$ cat src/rtl/vedic_mul_seq_ctrl_pkg.sv
// Shared types for the sequential vedic multiplier.
// States and digit/partial-product widths.
package vedic_pkg;

  typedef enum logic [1:0] {
    IDLE,
    RUN,
    DONE
  } state_t;

  localparam int DIGIT_W = 2;
  localparam int PP_W    = 4;

endpackage

$ cat src/rtl/vedic_mul_seq_ctrl_if.sv
// Operand/result valid-ready bundle.
// master = producer/consumer side, slave = multiplier side.
interface vedic_mul_seq_ctrl_if #(
  parameter int WIDTH = 8
);

  logic               in_valid;
  logic               in_ready;
  logic [WIDTH-1:0]   a;
  logic [WIDTH-1:0]   b;
  logic               out_valid;
  logic               out_ready;
  logic [2*WIDTH-1:0] product;

  modport master (
    output in_valid,
    output a,
    output b,
    output out_ready,
    input  in_ready,
    input  out_valid,
    input  product
  );

  modport slave (
    input  in_valid,
    input  a,
    input  b,
    input  out_ready,
    output in_ready,
    output out_valid,
    output product
  );

endinterface

$ cat src/rtl/vedic_mul_seq_ctrl_vedic_2x2.sv
// Combinational 2x2 vedic (urdhva) multiplier.
// Vertical/crosswise digit products with a single carry.
module vedic_2x2
  import vedic_pkg::*;
(
  input  logic [DIGIT_W-1:0] mul_1,
  input  logic [DIGIT_W-1:0] mul_2,
  output logic [PP_W-1:0]    product
);

  logic cross_a;
  logic cross_b;
  logic carry;
  logic top;

  assign cross_a = mul_1[1] & mul_2[0];
  assign cross_b = mul_1[0] & mul_2[1];
  assign carry   = cross_a & cross_b;
  assign top     = mul_1[1] & mul_2[1];

  assign product[0] = mul_1[0] & mul_2[0];
  assign product[1] = cross_a ^ cross_b;
  assign product[2] = top ^ carry;
  assign product[3] = top & carry;

endmodule

$ cat src/rtl/vedic_mul_seq_ctrl.sv
// Digit-serial WIDTH x WIDTH multiplier around one vedic_2x2.
// VEDIC_SEQ_ZERO_SKIP_EN: zero operands finish in one cycle.
module vedic_mul_seq_ctrl
  import vedic_pkg::*;
#(
  parameter int WIDTH = 8
) (
  input  logic                 clk,
  input  logic                 rst_n,
  vedic_mul_seq_ctrl_if.slave  bus,
  output logic                 busy
);

  localparam int D  = WIDTH / 2;
  localparam int IW = (D > 1) ? $clog2(D) : 1;
  localparam int PW = 2 * WIDTH;

  localparam logic [IW-1:0] IMAX = IW'(D - 1);

  state_t state_q, state_n;

  logic [IW-1:0]    i_q, i_n;
  logic [IW-1:0]    j_q, j_n;
  logic [WIDTH-1:0] a_q, a_n;
  logic [WIDTH-1:0] b_q, b_n;
  logic [PW-1:0]    acc_q, acc_n;
  logic [PW-1:0]    prod_q, prod_n;
  logic             ov_q, ov_n;

  logic [DIGIT_W-1:0] da;
  logic [DIGIT_W-1:0] db;
  logic [PP_W-1:0]    pp4;
  logic [IW:0]        dsum;
  logic [PW-1:0]      pp_sh;
  logic [PW-1:0]      acc_sum;
  logic               last;
  logic               take;
  logic               give;
  logic               zero_op;

  assign da = a_q[DIGIT_W*i_q +: DIGIT_W];
  assign db = b_q[DIGIT_W*j_q +: DIGIT_W];

  vedic_2x2 u_mul (
    .mul_1   (da),
    .mul_2   (db),
    .product (pp4)
  );

  assign dsum    = {1'b0, i_q} + {1'b0, j_q};
  assign pp_sh   = PW'(pp4) << {dsum, 1'b0};
  assign acc_sum = acc_q + pp_sh;
  assign last    = (i_q == IMAX) && (j_q == IMAX);
  assign take    = bus.in_valid && (state_q == IDLE);
  assign give    = bus.out_ready && ov_q;

`ifdef VEDIC_SEQ_ZERO_SKIP_EN
  assign zero_op = (bus.a == '0) || (bus.b == '0);
`else
  assign zero_op = 1'b0;
`endif

  always_comb begin
    state_n = state_q;
    i_n     = i_q;
    j_n     = j_q;
    a_n     = a_q;
    b_n     = b_q;
    acc_n   = acc_q;
    prod_n  = prod_q;
    ov_n    = ov_q;
    unique case (state_q)
      IDLE: begin
        if (take) begin
          a_n   = bus.a;
          b_n   = bus.b;
          acc_n = '0;
          i_n   = '0;
          j_n   = '0;
          if (zero_op) begin
            prod_n  = '0;
            ov_n    = 1'b1;
            state_n = DONE;
          end else begin
            state_n = RUN;
          end
        end
      end
      RUN: begin
        acc_n = acc_sum;
        if (last) begin
          prod_n  = acc_sum;
          ov_n    = 1'b1;
          i_n     = '0;
          j_n     = '0;
          state_n = DONE;
        end else if (j_q == IMAX) begin
          j_n = '0;
          i_n = i_q + 1'b1;
        end else begin
          j_n = j_q + 1'b1;
        end
      end
      DONE: begin
        if (give) begin
          ov_n    = 1'b0;
          state_n = IDLE;
        end
      end
      default: begin
        state_n = IDLE;
      end
    endcase
  end

  always_ff @(posedge clk or negedge rst_n) begin
    if (!rst_n) begin
      state_q <= IDLE;
      i_q     <= '0;
      j_q     <= '0;
      a_q     <= '0;
      b_q     <= '0;
      acc_q   <= '0;
      prod_q  <= '0;
      ov_q    <= 1'b0;
    end else begin
      state_q <= state_n;
      i_q     <= i_n;
      j_q     <= j_n;
      a_q     <= a_n;
      b_q     <= b_n;
      acc_q   <= acc_n;
      prod_q  <= prod_n;
      ov_q    <= ov_n;
    end
  end

  assign bus.in_ready  = (state_q == IDLE);
  assign bus.out_valid = ov_q;
  assign bus.product   = prod_q;
  assign busy          = (state_q != IDLE);

endmodule

$ cat src/flat_wrapper.sv
// flat-port wrapper written by rule: the top's interface ports become plain ports
module vedic_mul_seq_ctrl_flat import vedic_pkg::*;
#(
  parameter int WIDTH = 8
)
  (clk, rst_n, busy, bus_in_valid, bus_a, bus_b, bus_out_ready, bus_in_ready, bus_out_valid, bus_product);
  vedic_mul_seq_ctrl_if #(.WIDTH(WIDTH)) bus_i ();
  input  logic clk;
  input  logic rst_n;
  output logic busy;
  input wire logic [$bits(bus_i.in_valid)-1:0] bus_in_valid;
  input wire logic [$bits(bus_i.a)-1:0] bus_a;
  input wire logic [$bits(bus_i.b)-1:0] bus_b;
  input wire logic [$bits(bus_i.out_ready)-1:0] bus_out_ready;
  output wire logic [$bits(bus_i.in_ready)-1:0] bus_in_ready;
  output wire logic [$bits(bus_i.out_valid)-1:0] bus_out_valid;
  output wire logic [$bits(bus_i.product)-1:0] bus_product;
  assign bus_i.in_valid = bus_in_valid;
  assign bus_i.a = bus_a;
  assign bus_i.b = bus_b;
  assign bus_i.out_ready = bus_out_ready;
  assign bus_in_ready = bus_i.in_ready;
  assign bus_out_valid = bus_i.out_valid;
  assign bus_product = bus_i.product;
  vedic_mul_seq_ctrl #(.WIDTH(WIDTH)) u_core (.clk(clk), .rst_n(rst_n), .bus(bus_i), .busy(busy));
endmodule
$ cat config.mk
export PLATFORM = sky130hd
export DESIGN_NAME = vedic_mul_seq_ctrl_flat
export DESIGN_NICKNAME = d
export VERILOG_FILES = /design/src/rtl/vedic_mul_seq_ctrl_pkg.sv /design/src/rtl/vedic_mul_seq_ctrl_if.sv /design/src/rtl/vedic_mul_seq_ctrl_vedic_2x2.sv /design/src/rtl/vedic_mul_seq_ctrl.sv /design/src/flat_wrapper.sv
export SDC_FILE = /design/constraint.sdc
export NUM_CORES = 1
export LEC_CHECK = 0
export BUFFER_PORTS_ARGS = -buffer_cell sky130_fd_sc_hd__buf_2
export CORE_UTILIZATION = 40
export CTS_CLUSTER_DIAMETER = 80
export DETAILED_ROUTE_END_ITERATION = 16
export PLACE_DENSITY_LB_ADDON = 0.2
export SYNTH_ARGS = -nofsm -noshare
export SYNTH_HDL_FRONTEND = slang
export SYNTH_SLANG_ARGS = --single-unit
$ cat constraint.sdc
create_clock -name clk -period 4.2 [get_ports clk]
set_input_delay 0.42 -clock clk [delete_from_list [all_inputs] [get_ports clk]]
set_output_delay 0.42 -clock clk [all_outputs]
set_load 0.03 [all_outputs]
# == Word-level counts from Yosys, hierarchy flattened ==
# Index checks and enable logic that the tools add are counted.
# classes
addsub,4
n_eq_ne,8
n_shift,3
muxes,16
bitwise_logic,8
n_reduce_logical,13
# ops
operator,n
$pmux 16 s2,1
$add 16x16->16,1
$mux 16,1
$mux 2,8
$shiftx 8x4->2,2
$shl 4x4->16,1
$reduce_and 3->1,3
$pmux 2 s2,2
$and 1x1->1,6
$eq 2x2->1 const B,3
$ne 2x1->1 const B,3
$pmux 2 s3,1
$reduce_and 2->1,3
$reduce_bool 2->1,3
$add 2x1->2 const B,2
$add 2x2->3,1
$logic_and 1x1->1,3
$ne 3x1->1 const B,1
$eq 2x1->1 const B,1
$logic_not 2->1,1
$mux 1,2
$pmux 1 s2,1
$xor 1x1->1,2
# word_totals
register_bits,55
input_bits,20
out_inout_bits,19
elab_cells,60

# == Depth between registers and ports, before layout ==
# Gate-level depths: netlist (run 1).
# depth
ltp_word,7
depth_mapped,15
mapped_depth_nobuf,14

# == Cells and area by module ==
# From an unflattened synthesis (run 1), not the netlist that was laid out.
# unflattened
hier_cells,371
hier_area_um2,3260.6
# by_module_without_submodules
module,instances,cells_per_inst,area_per_inst_um2,seq_area_each_um2
vedic_mul_seq_ctrl,1,365,3210.6,1376.3
vedic_2x2,1,6,50.0,0.0

# == Worst setup path before layout (run 1) ==
# Ideal clock, no wire load.
# synth_path
path_kind,flip-flop to flip-flop
start,reg u_core.j_q[0]
end,reg u_core.acc_q[14]
setup_ps,69
arrival_ps,3516
required_time_ps,4131
setup_slack_ps,615
stages_incl_launch_ff,15
n_path_buf,0
period_less_slack_ps,3585
path_cell_list,dfrtp_1 > mux4_2 > and2_1 > ha_1 > ha_1 > nor2b_1 > a31oi_1 > nor2_1 > ha_1 > and2b_1 > o21ai_2 > o21ai_4 > a41oi_4 > or4_1 > nand3_1
# synth_via
elab_chain_len,7
word_cells_on_any_way,13
classes_between,add/sub: 2; shift: 2; mux: 1; bitwise: 8
# synth_rtl
element,line_no,source
from (decl),vedic_mul_seq_ctrl.sv:23,"logic [IW-1:0] j_q, j_n;"
from (signal assigned),vedic_mul_seq_ctrl.sv:129,j_q <= j_n;
$shiftx 8x4->2,vedic_mul_seq_ctrl.sv:42,assign db = b_q[DIGIT_W*j_q +: DIGIT_W];
"$and 1x1->1, on equally long branches","vedic_mul_seq_ctrl_vedic_2x2.sv:16, vedic_mul_seq_ctrl_vedic_2x2.sv:17",
$and 1x1->1,vedic_mul_seq_ctrl_vedic_2x2.sv:18,assign carry = cross_a & cross_b;
$xor 1x1->1 or $and 1x1->1 (tied branches),"vedic_mul_seq_ctrl_vedic_2x2.sv:23, vedic_mul_seq_ctrl_vedic_2x2.sv:24",
$shl 4x4->16 (*),vedic_mul_seq_ctrl.sv:51,"assign pp_sh = PW'(pp4) << {dsum, 1'b0};"
$add 16x16->16 (*),vedic_mul_seq_ctrl.sv:52,assign acc_sum = acc_q + pp_sh;
$pmux 16 s2 (*),vedic_mul_seq_ctrl.sv:72,unique case (state_q)
to (signal assigned),vedic_mul_seq_ctrl.sv:132,acc_q <= acc_n;
to (decl),vedic_mul_seq_ctrl.sv:26,"logic [PW-1:0] acc_q, acc_n;"
# Every way passes the cells marked *; elsewhere a longest branch is shown, timed or not.
# A chain may end at the register's enable or synchronous reset.

# == Final worst setup path (run 1) ==
# layout_path
start,reg u_core.i_q[0]
end,reg u_core.acc_q[11]
# layout_via
elab_chain_len,7
word_cells_on_any_way,13
classes_between,add/sub: 2; shift: 2; mux: 1; bitwise: 8
# layout_rtl
element,line_no,source
from (decl),vedic_mul_seq_ctrl.sv:22,"logic [IW-1:0] i_q, i_n;"
from (signal assigned),vedic_mul_seq_ctrl.sv:128,i_q <= i_n;
$shiftx 8x4->2,vedic_mul_seq_ctrl.sv:41,assign da = a_q[DIGIT_W*i_q +: DIGIT_W];
"$and 1x1->1, on equally long branches","vedic_mul_seq_ctrl_vedic_2x2.sv:16, vedic_mul_seq_ctrl_vedic_2x2.sv:17",
$and 1x1->1,vedic_mul_seq_ctrl_vedic_2x2.sv:18,
$xor 1x1->1 or $and 1x1->1 (tied branches),"vedic_mul_seq_ctrl_vedic_2x2.sv:23, vedic_mul_seq_ctrl_vedic_2x2.sv:24",
$shl 4x4->16 (*),vedic_mul_seq_ctrl.sv:51,
$add 16x16->16 (*),vedic_mul_seq_ctrl.sv:52,
$pmux 16 s2 (*),vedic_mul_seq_ctrl.sv:72,
# Marks and branches as above.

==> metrics.yaml, run 1 <==
status: "finished clean"
arrival_ns: 4.10
grtUsageTotal_pct: 17.4
dieArea_mm2: 0.00875
antenna_cells: 0
rsz0062_at_grt: "no"
drv_slew: 0
final_layout_size_suffix_gt1_share_pct: 20.7
dieWidth_um: 93.5
clockRootBuffer: "clkbuf_8"
synth_top_area_share_pct: 41.1
path_clk_slew_ns: 0.10
synthCells: 344
cts.sinks: 55
ys_ff_latch: 55
max-cap-violations: 0
clock_latency_ns: 0.31
startpoint_type: "register"
drtAntennaViolNets: 0
power.density_mw_per_mm2: 568
core-area_mm2: 0.00818
initial_core_util_pct: 41.0
p_leak_uw: 0.00171
cp.required_ns: 4.38
syn_to_final_growth_pct: 11.0
cts_buffer_depth: 2
whs_ns: 0.229
rows: 33
path_cells: "mux4_2, and2_1, ha_1, ha_1, nor2b_1, a31oi_2, nor2_1, ha_1, a2111oi_0, o21ai_1, nand4_1, o21a_1, xor2_1, o21ai_0"
ioPinCount: 39
crit_top_cell: "ha_1"
dr.first_iter.drc_count: 60
viasPerCell: 5.38
io_buffers: 38
crit_path_end_kind: "register"
antenna_found_initial: 0
yosysWarnings: 0
htree_levels: 2
fin_tns_setup_ns: 0
synthTopCellsByArea: "dfrtp_1 41%, ha_1 8.6%, mux2_2 5.7%, nand2_1 5.4%, o21ai_0 4.5%"
worstMarginPinSlew_ns: 0.684
ctsHoldBuffers: 0
synth_edf_count: 0
synth_top_cell_by_area: "dfrtp_1"
grt_overflow_total: 0
hpwl_mm: 5.14
postSynth.asyncResetShare_pct: 100
grt_pass1_wl_mm: 11.8
drt_wl_total_mm: 6.92
fmax_mhz: 255
numCtsBuffers: 5
synthFlopType: "dfrtp_1"
cp_slowest_stage_delay_ns: 0.56
drt_pass1_iterations: 4
num_vias: 2586
path_max_fanout: 7
skew_ns: 0.00824
ir_drop_mv: 0.392
critPathKind: "register to register"
slew_headroom_pct: 54.4
avgSynthCellArea_um2: 9.74
slowest_stage: "mux4_2"
syn_nets: 389
place_congestion: 0.849
period_share_pct: 93.3
fin_nets: 420
hold_viol_final: 0
drc: 0
setup_viol: 0
synth_cell_types: 48
routedWlPerCell_um: 14.4
grt_max_degree: 56
hold_path.class: "input port to async pin"
grt_pass1_vias: 2446
dieHeight_um: 93.5
cts_tree: "yes"
ys_seq_area_share_pct: 41.1
min_period_ns: 3.92
synth_area_mm2: 0.00335
## worst paths after layout
kind                                       startpoint  slack, ns  cells past startpoint                     to
worst max register to register          u_core.i_q[0]       0.28                     14       u_core.acc_q[11]
worst max-delay path                    u_core.i_q[0]       0.28                     14       u_core.acc_q[11]
max in group asynchronous                       rst_n       3.52                      2          u_core.j_q[0]
min in group clk                             bus_a[6]       0.33                      2          u_core.a_q[6]
worst min-delay path                            rst_n       0.23                      2  u_core.bus.product[9]
worst min register to register  u_core.bus.product[7]       0.48                      2  u_core.bus.product[7]
## through the flow
step | std cells | total power [uW] | setup slack (ns) | util, % | cell area, um2
final | 481 | 2110 | 0.283 | 45.5 | 3720
after global routing | 481 | 2300 | 0.0665 | 45.5 | 3720
after CTS | 481 | 2120 | 0.209 | 45.4 | 3710
after detailed placement | 473 | 1820 | 0.231 | 44.3 | 3620
after global placement | 473 | 1800 | 0.335 | 44.3 | 3620
after floorplan | 344 | 1570 | 0.615 | - | 3350
## cell type report
class | count | area (um2)
well taps | 105 | 131
repair buffers | 42 | 220
flip-flops and latches | 55 | 1380
fillers | 807 | 4450
multi-input cells | 260 | 1870
inverters | 11 | 41.3
clock inverters | 2 | 12.5
clock buffers | 6 | 72.6
## critical path: cells and delay by family (launching register included)
kind,cells,cell delay (ns)
fa+ha+maj,3,0.89
flops,1,0.50
xor+xnor,1,0.18
simple gates,4,0.59
compound gates,5,1.08
mux,1,0.56
## kinds of logic (layout without fill, tap and decap cells)
| logic type | after synthesis | after routing | share of synthesized area [%] |
|---|---|---|---|
| adders and majority gates | 25 | 25 | 9.78 |
| muxes | 24 | 24 | 9.29 |
| AOI/OAI and AO/OA | 84 | 84 | 16.6 |
| and+or+nand+nor | 115 | 115 | 16.5 |
| DFF | 55 | 55 | 41.1 |
| xor gates and xnor gates | 12 | 12 | 3.14 |
| buffers and inverters | 29 | 61 | 3.58 |
## registers in the layout, summed over array words and instances (netlist names)
register,count
u_core.b_q,8
u_core.bus.out_valid,1
u_core.acc_q,16
u_core.i_q,2
u_core.state_q,2
u_core.a_q,8
u_core.bus.product,16
u_core.j_q,2
## cells in the final DEF (no fill, tap or decap), types with 2 or more instances in the layout
master    Yosys  layout
a211oi_2      1       2
a21o_1        5       5
a21oi_1      13      13
a22o_1        4       4
a31oi_1       4       3
and2_1        5       5
and3_1        3       3
buf_2         3      38
buf_4         0       4
clkbuf_8      0       5
dfrtp_1      55      55
fa_1          2       2
ha_1         23      23
inv_1        11      11
mux2_2       17      17
mux2i_1       3       3
mux4_2        4       4
nand2_1      48      48
nand2b_1      5       5
nand3_1       7       7
nand4_1      11      11
nand4b_1      2       2
nor2_1       18      18
nor2b_1       3       3
nor3_1        5       5
o211ai_1      6       6
o21ai_0      30      29
o21ai_1       4       5
o311a_1       2       2
o31ai_1       3       3
or4_1         4       4
xnor2_1       5       5
xor2_1        7       7
## power breakdown
part	internal, uW	switching, uW	total, uW
clock network	117	179	296
registers	674	98.6	773
logic	445	600	1050
total	1240	878	2110
## cell usage after synthesis (4+ instances only)
| master | instances |
|---|---|
| nand3_1 | 7 |
| dfrtp_1 | 55 |
| a31oi_1 | 4 |
| xor2_1 | 7 |
| a21o_1 | 5 |
| mux4_2 | 4 |
| inv_1 | 11 |
| nor2_1 | 18 |
| o21ai_0 | 30 |
| or4_1 | 4 |
| nand4_1 | 11 |
| mux2_2 | 17 |
| a22o_1 | 4 |
| a21oi_1 | 13 |
| and2_1 | 5 |
| xnor2_1 | 5 |
| ha_1 | 23 |
| nor3_1 | 5 |
| clkbuf_1 | 14 |
| o211ai_1 | 6 |
| o21ai_1 | 4 |
| nand2b_1 | 5 |
| nand2_1 | 48 |
## timing repair
action / 4_1_cts / 5_1_grt
resized for setup: 0 / 3
endpoints found under the setup margin: 0 / 10
buffers inserted: 0 / 0
## layer usage
metal / track usage, % / wire length (um)
met3: 2.85 / 239
met4: 6.15 / 97
met5: 0 / 0
met1: 22.1 / 3280
met2: 29.7 / 3300
Power figures use the tool's default switching activity.
==> run 2: changes to the inputs <==
--- a/config.mk
+++ b/config.mk
@@ -6,6 +6,7 @@
 export NUM_CORES = 1
 export LEC_CHECK = 0
 export BUFFER_PORTS_ARGS = -buffer_cell sky130_fd_sc_hd__buf_2
+export CORE_MARGIN = 2
 export CORE_UTILIZATION = 40
 export CTS_CLUSTER_DIAMETER = 80
 export DETAILED_ROUTE_END_ITERATION = 16
==> constraint.sdc (replaced) <==
create_clock -name clk -period 3.1 [get_ports clk]
set_input_delay 0.31 -clock clk [delete_from_list [all_inputs] [get_ports clk]]
set_output_delay 0.31 -clock clk [all_outputs]
set_load 0.03 [all_outputs]
==> metrics.yaml, run 2 (same netlist as run 1, synthesis figures left out) <==
max-cap-violations: 0  # unchanged
ioPinCount: 39  # unchanged
place_congestion: 0.898  # +5.8%
grt_pass1_wl_mm: 13.9  # +18%
clock_latency_ns: 0.32  # about the same
path_clk_slew_ns: 0.11  # about the same
final_layout_size_suffix_gt1_share_pct: 41.9  # +21 points
r2r_start: "u_core.j_q[0]"
worstMarginPinSlew_ns: 0.713  # +0.0288 ns
skew_ns: 0.0109  # +0.00267 ns
dieWidth_um: 95.5  # +2.1%
dieArea_mm2: 0.00913  # +4.3%
fin_tns_setup_ns: -5.37  # -5.37 ns
htree_levels: 2  # unchanged
r2r_slack_ns: -0.38  # -0.66 ns
arrival_ns: 3.69  # -0.41 ns
power.density_mw_per_mm2: 820  # +44%
fin_nets: 490  # +17%
cp_slowest_stage_delay_ns: 0.52  # -0.04 ns
drtAntennaViolNets: 0  # unchanged
setup_slack_ns: -0.381  # -0.664 ns
hpwl_mm: 6.18  # +20%
dr.first_iter.drc_count: 155  # +160%
drv_slew: 0  # unchanged
final_cell_mix: "68 x buf_4, 53 x dfrtp_1, 47 x nand2_1"
grt_pass1_vias: 2967  # +21%
grt_overflow_total: 0  # unchanged
routedWlPerCell_um: 14.9  # +3.5%
slew_headroom_pct: 52.5  # -1.9 points
whs_ns: 0.0287  # -0.200 ns
dp.cells: 530  # +12%
drc: 0  # unchanged
fin_cells: 551  # +15%
slowest_stage: "mux4_2"
critPathKind: "register to register"
rsz0062_at_grt: "yes"
final_common_cell: "buf_4"
violations: "setup timing"
grt_max_degree: 33  # -41%
startpoint_type: "register"
antenna_cells: 0  # unchanged
cts_buffer_depth: 2  # unchanged
io_buffers: 38  # unchanged
drt_pass1_iterations: 4  # unchanged
num_vias: 2911  # +13%
hold_viol_final: 0  # unchanged
total_power_uw: 3720  # +76%
dieHeight_um: 95.5  # +2.1%
reg2reg_to: "u_core.bus.product[10]"
period_share_pct: 112  # +19 points
rows: 33  # unchanged
crit_path_end_kind: "register"
fmax_mhz: 287  # +13%
worst-path-buf-inv: 2  # +2
clockRootBuffer: "clkbuf_8"
syn_to_final_growth_pct: 35.3
path_delay_family: "compound AO/OA/AOI/OAI gates"
cts_tree: "yes"
path_cells: "mux4_2, and2_4, ha_4, ha_4, buf_6, nand4b_1, o21ai_2, ha_1, and2_4, a221o_1, a41oi_4, buf_4, xnor2_2, o21ai_1"
status: "finished, violations left"
core-area_mm2: 0.00818  # unchanged
cts.sinks: 55  # unchanged
grtUsageTotal_pct: 19.4  # +2.1 points
cp.required_ns: 3.31  # -1.07 ns
setup_viol: 24  # +24
initial_core_util_pct: 41.0  # unchanged
min_period_ns: 3.48  # -0.436 ns
hold_path.class: "input port to async pin"
worst_r2r_path_depth: 14  # unchanged
antenna_found_initial: 0  # unchanged
numCtsBuffers: 5  # unchanged
drt_wl_total_mm: 8.20  # +19%
path_max_fanout: 6  # -1
viasPerCell: 5.28  # -1.7%
p_leak_uw: 0.00210  # +23%
ir_drop_mv: 0.503  # +28%
## run 2: cell count changes in the layout (fill, tap and decap cells not counted), sizes merged
| cell | previous run | this run |
|---|---|---|
| buf | 42 | 112 |
| clkbuf | 6 | 5 |
| clkinv | 1 | 2 |
## run 2: repair_timing
action | 4_1_cts | 5_1_grt
buffers inserted | 6 | 8
hold buffers | 0 | 0
endpoints found under the setup margin | 24 | 26
pin swaps | 14 | 27
resized for setup | 26 | 32
## run 2: layout make-up
| cell class | instances | area, um2 |
|---|---|---|
| fillers | 742 | 3640 |
| multi-input cells | 260 | 2120 |
| flip-flops and latches | 55 | 1380 |
| repair buffers | 112 | 768 |
| well taps | 105 | 131 |
| clock buffers | 5 | 68.8 |
| inverters | 11 | 41.3 |
| clock inverters | 3 | 25.0 |
## run 2: worst max-delay path by stage
stage / start / to / slack (ns) / cells after the start
after detailed placement: u_core.j_q[0] / u_core.bus.product[14] / -0.54 / 12
after global placement: u_core.j_q[0] / u_core.bus.product[14] / -0.47 / 12
after floorplan: u_core.j_q[0] / u_core.bus.product[14] / -0.37 / 14
after CTS: u_core.i_q[0] / u_core.bus.product[12] / -0.40 / 15
final: u_core.j_q[0] / u_core.bus.product[10] / -0.38 / 14
after global routing: u_core.i_q[0] / u_core.bus.product[10] / -0.54 / 15
## run 2: per-stage QoR
| step | cell area, um2 | utilization [%] | setup WS [ns] |
|---|---|---|---|
| 5_1_grt | 4540 | 55.5 | -0.541 |
| 2_1_floorplan | 3410 | - | -0.373 |
| 3_3_place_gp | 4110 | 50.2 | -0.467 |
| 6_report | 4540 | 55.5 | -0.381 |
| 3_5_place_dp | 4110 | 50.2 | -0.538 |
| 4_1_cts | 4360 | 53.3 | -0.402 |
## run 2: routing by layer
layer	part of all wire [%]	global-route usage (%)	wire, um
met5	0	0	0
met4	1.2	4.52	98
met2	53	35.1	4310
met3	2.5	2.92	206
met1	44	24.4	3590
## run 2: power breakdown
part / total [uW] / leakage [uW] / internal, uW / switching (uW)
Combinational: 2260 / 0.00134 / 1160 / 1100
Clock: 416 / 0.0000443 / 162 / 254
Sequential: 1040 / 0.000719 / 915 / 127
## run 2: worst register-to-register path: stages (launching register included)
cell      delay, ns
dfrtp_2        0.41
mux4_2         0.52
and2_4         0.18
ha_4           0.16
ha_4           0.23
buf_6          0.12
nand4b_1       0.09
o21ai_2        0.08
ha_1           0.34
and2_4         0.16
a221o_1        0.36
a41oi_4        0.31
buf_4          0.18
xnor2_2        0.13
o21ai_1        0.10
